==> src/rtl/multi_edge_detector.sv <==
// Multi-channel edge detector: each channel synchronizes an async level, filters it
// for persistence, and reports mode-selected edges as a pulse, sticky flag and saturating count.
module multi_edge_detector_ch #(
    parameter int SYNC_STAGES = 2,
    parameter int FILT_LEN    = 4,
    parameter int CNT_W       = 8
) (
    input  logic             clk,
    input  logic             rst,
    input  logic             din,
    input  logic [1:0]       mode,
    input  logic             clr,
    output logic             pulse,
    output logic             flag,
    output logic [CNT_W-1:0] cnt
);
    localparam int            FW       = (FILT_LEN > 1) ? $clog2(FILT_LEN) : 1;
    localparam logic [FW-1:0] MIS_LAST = FW'(FILT_LEN - 1);

    logic [SYNC_STAGES-1:0] sync_q, sync_d;
    logic [FW-1:0]          mis_q, mis_d;
    logic                   filt_q, filt_d;
    logic                   filt_dly_q, filt_dly_d;
    logic                   pulse_q, pulse_d;
    logic                   flag_q, flag_d;
    logic [CNT_W-1:0]       cnt_q, cnt_d;
    logic                   s;
    logic                   ev;

    always_comb begin
        sync_d = {sync_q[SYNC_STAGES-2:0], din};
        s      = sync_q[SYNC_STAGES-1];

        // Persistence filter: the level is accepted on the FILT_LEN-th consecutive mismatch.
        filt_d = filt_q;
        mis_d  = '0;
        if (s != filt_q) begin
            if (mis_q == MIS_LAST) filt_d = s;
            else                   mis_d  = mis_q + 1'b1;
        end

        filt_dly_d = filt_q;
        ev = (mode[0] & filt_q & ~filt_dly_q) | (mode[1] & ~filt_q & filt_dly_q);

        pulse_d = ev;
        if (clr) begin
            // An event coinciding with clear is kept rather than lost.
            flag_d = ev;
            cnt_d  = CNT_W'(ev);
        end else begin
            flag_d = flag_q | ev;
            cnt_d  = cnt_q;
            if (ev && (cnt_q != {CNT_W{1'b1}})) cnt_d = cnt_q + 1'b1;
        end
    end

    always_ff @(posedge clk or posedge rst) begin
        if (rst) begin
            sync_q     <= '0;
            mis_q      <= '0;
            filt_q     <= 1'b0;
            filt_dly_q <= 1'b0;
            pulse_q    <= 1'b0;
            flag_q     <= 1'b0;
            cnt_q      <= '0;
        end else begin
            sync_q     <= sync_d;
            mis_q      <= mis_d;
            filt_q     <= filt_d;
            filt_dly_q <= filt_dly_d;
            pulse_q    <= pulse_d;
            flag_q     <= flag_d;
            cnt_q      <= cnt_d;
        end
    end

    assign pulse = pulse_q;
    assign flag  = flag_q;
    assign cnt   = cnt_q;
endmodule

module multi_edge_detector #(
    parameter int CH          = 4,
    parameter int SYNC_STAGES = 2,
    parameter int FILT_LEN    = 4,
    parameter int CNT_W       = 8
) (
    input  logic                clk,
    input  logic                rst,
    input  logic [CH-1:0]       din,
    input  logic [2*CH-1:0]     mode,
    input  logic [CH-1:0]       clr,
    output logic [CH-1:0]       pulse,
    output logic [CH-1:0]       flag,
    output logic [CH*CNT_W-1:0] edge_cnt,
    output logic                irq
);
    for (genvar i = 0; i < CH; i++) begin : g_ch
        multi_edge_detector_ch #(
            .SYNC_STAGES(SYNC_STAGES),
            .FILT_LEN   (FILT_LEN),
            .CNT_W      (CNT_W)
        ) u_ch (
            .clk  (clk),
            .rst  (rst),
            .din  (din[i]),
            .mode (mode[2*i +: 2]),
            .clr  (clr[i]),
            .pulse(pulse[i]),
            .flag (flag[i]),
            .cnt  (edge_cnt[i*CNT_W +: CNT_W])
        );
    end

    assign irq = |flag;
endmodule

==> config.mk <==
export PLATFORM = sky130hd
export DESIGN_NAME = multi_edge_detector
export DESIGN_NICKNAME = d
export VERILOG_FILES = /design/src/rtl/multi_edge_detector.sv
export SDC_FILE = /design/constraint.sdc
export NUM_CORES = 1
export LEC_CHECK = 0
export BUFFER_PORTS_ARGS = -buffer_cell sky130_fd_sc_hd__buf_2
export CAP_MARGIN = 15
export CORE_MARGIN = 2
export CORE_UTILIZATION = 44
export CTS_BUF_LIST = sky130_fd_sc_hd__clkbuf_8 sky130_fd_sc_hd__clkbuf_16
export DETAILED_ROUTE_END_ITERATION = 7
export GPL_ROUTABILITY_DRIVEN = 0
export MAX_ROUTING_LAYER = met4
export PLACE_DENSITY = 0.66
export SYNTH_ARGS = -nofsm -noshare
export SYNTH_HDL_FRONTEND = slang
export SYNTH_SLANG_ARGS = --single-unit
export TNS_END_PERCENT = 1
==> constraint.sdc <==
create_clock -name clk -period 4.25 [get_ports clk]
set_clock_uncertainty 0.2 [all_clocks]
set_input_delay 0.85 -clock clk [delete_from_list [all_inputs] [get_ports clk]]
set_output_delay 0.85 -clock clk [all_outputs]
set_load 0.01 [all_outputs]
Yosys cells after proc, flatten, opt, wreduce, memory -nomap -nowiden
Cells that the tools add are included.
{"block": "classes", "n_eq_ne": 12, "addsub": 8, "n_mux": 20, "reduce_logical": 13, "bitwise_logic": 32}
{"op": "$mux W8", "n": 8}
{"op": "$add A8 B1 Y8 const B", "n": 4}
{"op": "$ne A8 B8 Y1 const B", "n": 4}
{"op": "$and A1 B1 Y1", "n": 16}
{"op": "$mux W2", "n": 8}
{"op": "$add A2 B1 Y2 const B", "n": 4}
{"op": "$eq A2 B2 Y1 const B", "n": 4}
{"op": "$not A1 Y1", "n": 8}
{"op": "$or A1 B1 Y1", "n": 8}
{"op": "$reduce_and A2 Y1", "n": 4}
{"op": "$reduce_bool A2 Y1", "n": 4}
{"op": "$logic_and A1 B1 Y1", "n": 4}
{"op": "$mux W1", "n": 4}
{"op": "$ne A1 B1 Y1", "n": 4}
{"op": "$reduce_or A4 Y1", "n": 1}
{"block": "totals", "output_inout_bits": 41, "regBits": 64, "input_bits": 18}

Logic depth before layout (Yosys ltp)
{"block": "logic_depth", "ltp_word": 7, "ltp_mapped": 6, "depth_no_buf": 5}

Modules after synthesis
Synthesis repeated with hierarchy kept, for this count alone.
{"block": "unflattened", "cells_unflattened": 249, "area_unflattened_um2": 2870.3}
{"module": "multi_edge_detector_ch", "cells_each": 62, "area_per_inst_um2": 715.7, "n_inst": 4}
{"module": "multi_edge_detector", "cells_each": 1, "area_per_inst_um2": 7.5, "n_inst": 1}

Least setup slack after synthesis
No wires, ideal clock.
{"block": "synth_path", "path_kind": "input to register", "startpoint": "in mode[5]", "endpoint": "reg g_ch[2].u_ch.cnt_q[5]", "path_buffers": 1, "setup_time_ns": 0.078, "cell_stages": 5, "arrival_time_ns": 1.752, "required_time_ns": 3.972, "slack_ns": 2.220, "cell_sequence": "and3b_1 o22ai_2 buf_6 or4_1 a21oi_1"}
{"block": "synth_between", "elab_chain_len": 5}
{"element": "start, declared", "line_no": "91", "source": "input logic [2*CH-1:0] mode,"}
{"element": "$and A1 B1 Y1 (2 in a row)", "line_no": "43", "source": "ev = (mode[0] & filt_q & ~filt_dly_q) | (mode[1] & ~filt_q & filt_dly_q);"}
{"element": "$or A1 B1 Y1", "line_no": "43"}
{"element": "$logic_and A1 B1 Y1", "line_no": "53", "source": "if (ev && (cnt_q != {CNT_W{1'b1}})) cnt_d = cnt_q + 1'b1;"}
{"element": "$reduce_bool A2 Y1 (no source line)"}
{"element": "end signal, assigned", "line_no": "73", "source": "cnt_q <= cnt_d;"}
{"element": "end, declared", "line_no": "26", "source": "logic [CNT_W-1:0] cnt_q, cnt_d;"}
Every way passes these cells.
A chain may end at the register's enable or synchronous reset.

Worst setup path in the final report
{"block": "layout_path", "startpoint": "reg g_ch[0].u_ch.flag_q", "endpoint": "out irq"}
{"block": "layout_between", "elab_chain_len": 1}
{"element": "start, declared", "line_no": "25", "source": "logic flag_q, flag_d;"}
{"element": "start signal, assigned", "line_no": "72", "source": "flag_q <= flag_d;"}
{"element": "$reduce_or A4 Y1", "line_no": "115", "source": "assign irq = |flag;"}
{"element": "end, declared", "line_no": "96", "source": "output logic irq"}
Every way passes these cells.

==> reports/results.tsv <==
stage	metric	value	unit
timing	fin_crit	2.48	ns
yosys	synth_top_family_by_area	simple AND/OR/NAND/NOR gates	
global_route	grt_pass1_wl	9260	µm
power_and_ir_drop	p_leak	1.69	nW
global_route	grt_pass1_vias	2013	
route	wl_per_cell	13.5	µm
die	rows	29	
yosys	yosys_warnings	0	
job	drv_cap	0	
timing	period_share	58.3	%
yosys	syn_area_per_cell	11.1	µm²
yosys	synth_seq_area_share	55.6	%
timing	drv_slew	0	
yosys	syn_nets	286	
route	dr.pass1.iters	4	
critical_path	crit_fanout	3	
cts	root_buffer	clkbuf_8	
route	routed_wl	5350	µm
cts	cts-resized-gates	0	
cts	cts_tree	yes	
min_path	hold_path.class	register to register	
critical_path	cp_slowest_cell	or4_1	
cells_and_area	diodes	0	
cts	clock_latency	0.33	ns
cells_and_area	drive_gt1_share	26.6	%
timing	fmax	0.404	GHz
critical_path	r2r-start	g_ch[1].u_ch.cnt[0]	
die	io_pins	59	
yosys	synth-simple-area-share	18.3	%
timing	setup-tns-final	0	ns
route	vias	2172	
cells_and_area	final_nets	341	
critical_path	reg2reg_slack	2.18	ns
cells_and_area	area_growth	18.6	%
cts	cts.reportedPaths.clkPinSlew	0.07	ns
power_and_ir_drop	totalPowerFinal	1.87	mW
critical_path	max_stage_delay	0.52	ns
yosys	synth_mux_area_share	2.95	%
yosys	synthFlopType	dfrtp_1	
min_path	hold_path_end	g_ch[3].u_ch.sync_q[1]	
timing	rsz0062_at_grt	no	
die	die_width	84.9	µm
yosys	synth_fa_ha_area_share	3.48	%
timing	setup_violations	0	
yosys	async_flop_share	100	%
global_route	grt_max_degree	52	
yosys	synth-seq-cells	64	
global_route	antenna_found_initial	0	
yosys	ys_top_cells_by_area	dfrtp_1 (56%), a21oi_1 (3.8%), ha_1 (3.5%)	
critical_path	worstSetupPathType	register to primary output	
cts	ctsHoldBuffers	0	
die	fp.dieArea	0.00721	mm²
cts	cts_max_path_buffers	2	
yosys	synth_compound_area_share	13.6	%
cts	postCtsSetupRepairBufs	0	
cells_and_area	postLayoutCoreUtil	53.8	%
critical_path	end_kind	primary output	
route	drtAntennaViolNets	0	
yosys	syn_inst	260	
cts	htreeDepth	3	
critical_path	ff2ff_path_depth	5	
yosys	synth.distinct_cells	45	
critical_path	r2r_end	g_ch[1].u_ch.cnt[1]	
min_path	hold_depth	0	
run_status	outcome	finished, final reports clean	
min_path	min_from	g_ch[3].u_ch.sync_q[0]	
yosys	synth-edff-count	0	
die	die_y	84.9	µm
route	viasPerCell	5.47	
timing	slew_headroom	43.1	%
die	core_area	0.00635	mm²
placement	portBuffers	58	
yosys	synth_xor_area_share	1.22	%
timing	worst_pin_slew	0.853	ns
placement	dpl.hpwl	3720	µm
global_route	grt_usage	16.6	%
critical_path	required	3.20	ns
critical_path	cp_cell_sequence	or4_1 > buf_2	
die	floorplan.initialDensity	45.4	%
power_and_ir_drop	ir_drop	0.000279	V
route	drt_iter0_drc	87	
critical_path	cp.arrival	1.43	ns
route	drc	0	
yosys	yosysTopAreaCellShare	55.6	%
cts	numCtsBuffers	9	
yosys	synth_top_area_cell	dfrtp_1	
power_and_ir_drop	powerDensity	547	mW/mm²
cts	cts_sinks	64	
critical_path	cp-start-kind	register	
yosys	synth_area	0.00288	mm²
global_route	gr-total-overflow	0	
timing	hold_viol_final	0	
cells_and_area	fill_cells	561	
per-stage QoR:
| step | hold slack (ns) | worst slack [ns] | cells | area (µm²) |
|---|---|---|---|---|
| after global routing | 0.152 | 1.72 | 397 | 3420 |
| after detailed placement | 0.137 | 1.82 | 380 | 3180 |
| final | 0.145 | 1.77 | 397 | 3420 |
| after global placement | 0.132 | 1.86 | 380 | 3180 |
| after CTS | 0.148 | 1.76 | 396 | 3400 |
| after floorplan | 0.131 | 1.60 | 260 | 2880 |
sequential cells by signal, summed over array words and instances, names as in the netlist:
name,flops
g_ch.u_ch.mis_q,8
g_ch.u_ch.cnt,32
g_ch.u_ch.filt_dly_d,4
g_ch.u_ch.sync_q,8
g_ch.u_ch.filt_dly_q,4
g_ch.u_ch.flag,4
g_ch.u_ch.pulse,4
worst max path at each step:
stage                 startpoint  slack [ns]                   to
2_1_floorplan                rst        1.60  g_ch[0].u_ch.cnt[0]
3_3_place_gp             mode[6]        1.86  g_ch[3].u_ch.cnt[1]
3_5_place_dp             mode[6]        1.82  g_ch[3].u_ch.cnt[1]
4_1_cts        g_ch[0].u_ch.flag        1.76                  irq
5_1_grt        g_ch[0].u_ch.flag        1.72                  irq
6_report       g_ch[0].u_ch.flag        1.77                  irq
critical path: cells and delay by family, from the launching register on:
kind,cells,cell delay [ns]
buffers and inverters,1,0.16
AND/OR/NAND/NOR,1,0.52
flip-flops,1,0.42
layer usage:
metal / part of all wire, % / global-route usage, % / routed length (µm) / up-vias
met2: 46 / 24.4 / 2440 / 53
met5: 0 / - / 0 / -
met3: 4.5 / 3.40 / 241 / 7
met1: 48 / 22.2 / 2570 / 1051
li1: - / - / - / 1061
met4: 1.7 / 7.79 / 91 / 0
layout make-up:
cell class	count	area [µm²]	area share, %
sequential	64	1600	46.9
multi-input combinational	169	1140	33.3
timing repair buffer	61	325	9.52
clock buffer	13	179	5.24
tap	77	96.3	2.82
clock inverter	3	38.8	1.14
inverter	10	37.5	1.10
cell usage in the layout (no fill, tap or decap), drive strengths merged, types with 4 or more instances in the layout:
cell type  netlist  final
a21o             4      4
a21oi           22     22
and3b            6      6
buf             14     61
clkbuf           3     13
dfrtp           64     64
ha               8      8
inv             10     11
mux2             4      4
mux2i            4      4
nand2           13     13
nand3           17     17
nor2            11     11
nor3             6      6
o211ai           4      4
o21ai           10     10
o31ai            7      7
or3             10     10
or4              8      8
logic make-up after synthesis:
group                    Yosys count
AO/OA/AOI/OAI                     59
XOR/XNOR                           4
buffers and inverters             27
AND/OR/NAND/NOR                   90
multiplexers                       8
adder cells (fa/ha/maj)            8
flip-flops                        64
report_power, final:
part | switching, mW | internal, mW | leakage (nW)
registers | 0.110 | 0.748 | 0.834
logic | 0.244 | 0.209 | 0.736
clock network | 0.223 | 0.332 | 0.117
total | 0.577 | 1.29 | 1.69
cell usage after synthesis (5+ instances only):
cell type and instances:
nand2_1 13, a21oi_1 22, nor3_1 6, dfrtp_1 64, inv_1 10, nand3_1 17
nor2_1 11, or3_1 10, and3b_1 5, o31ai_1 7, buf_4 8, or4_1 8
ha_1 8, o21ai_0 8
(Power assumes the default switching activity.)
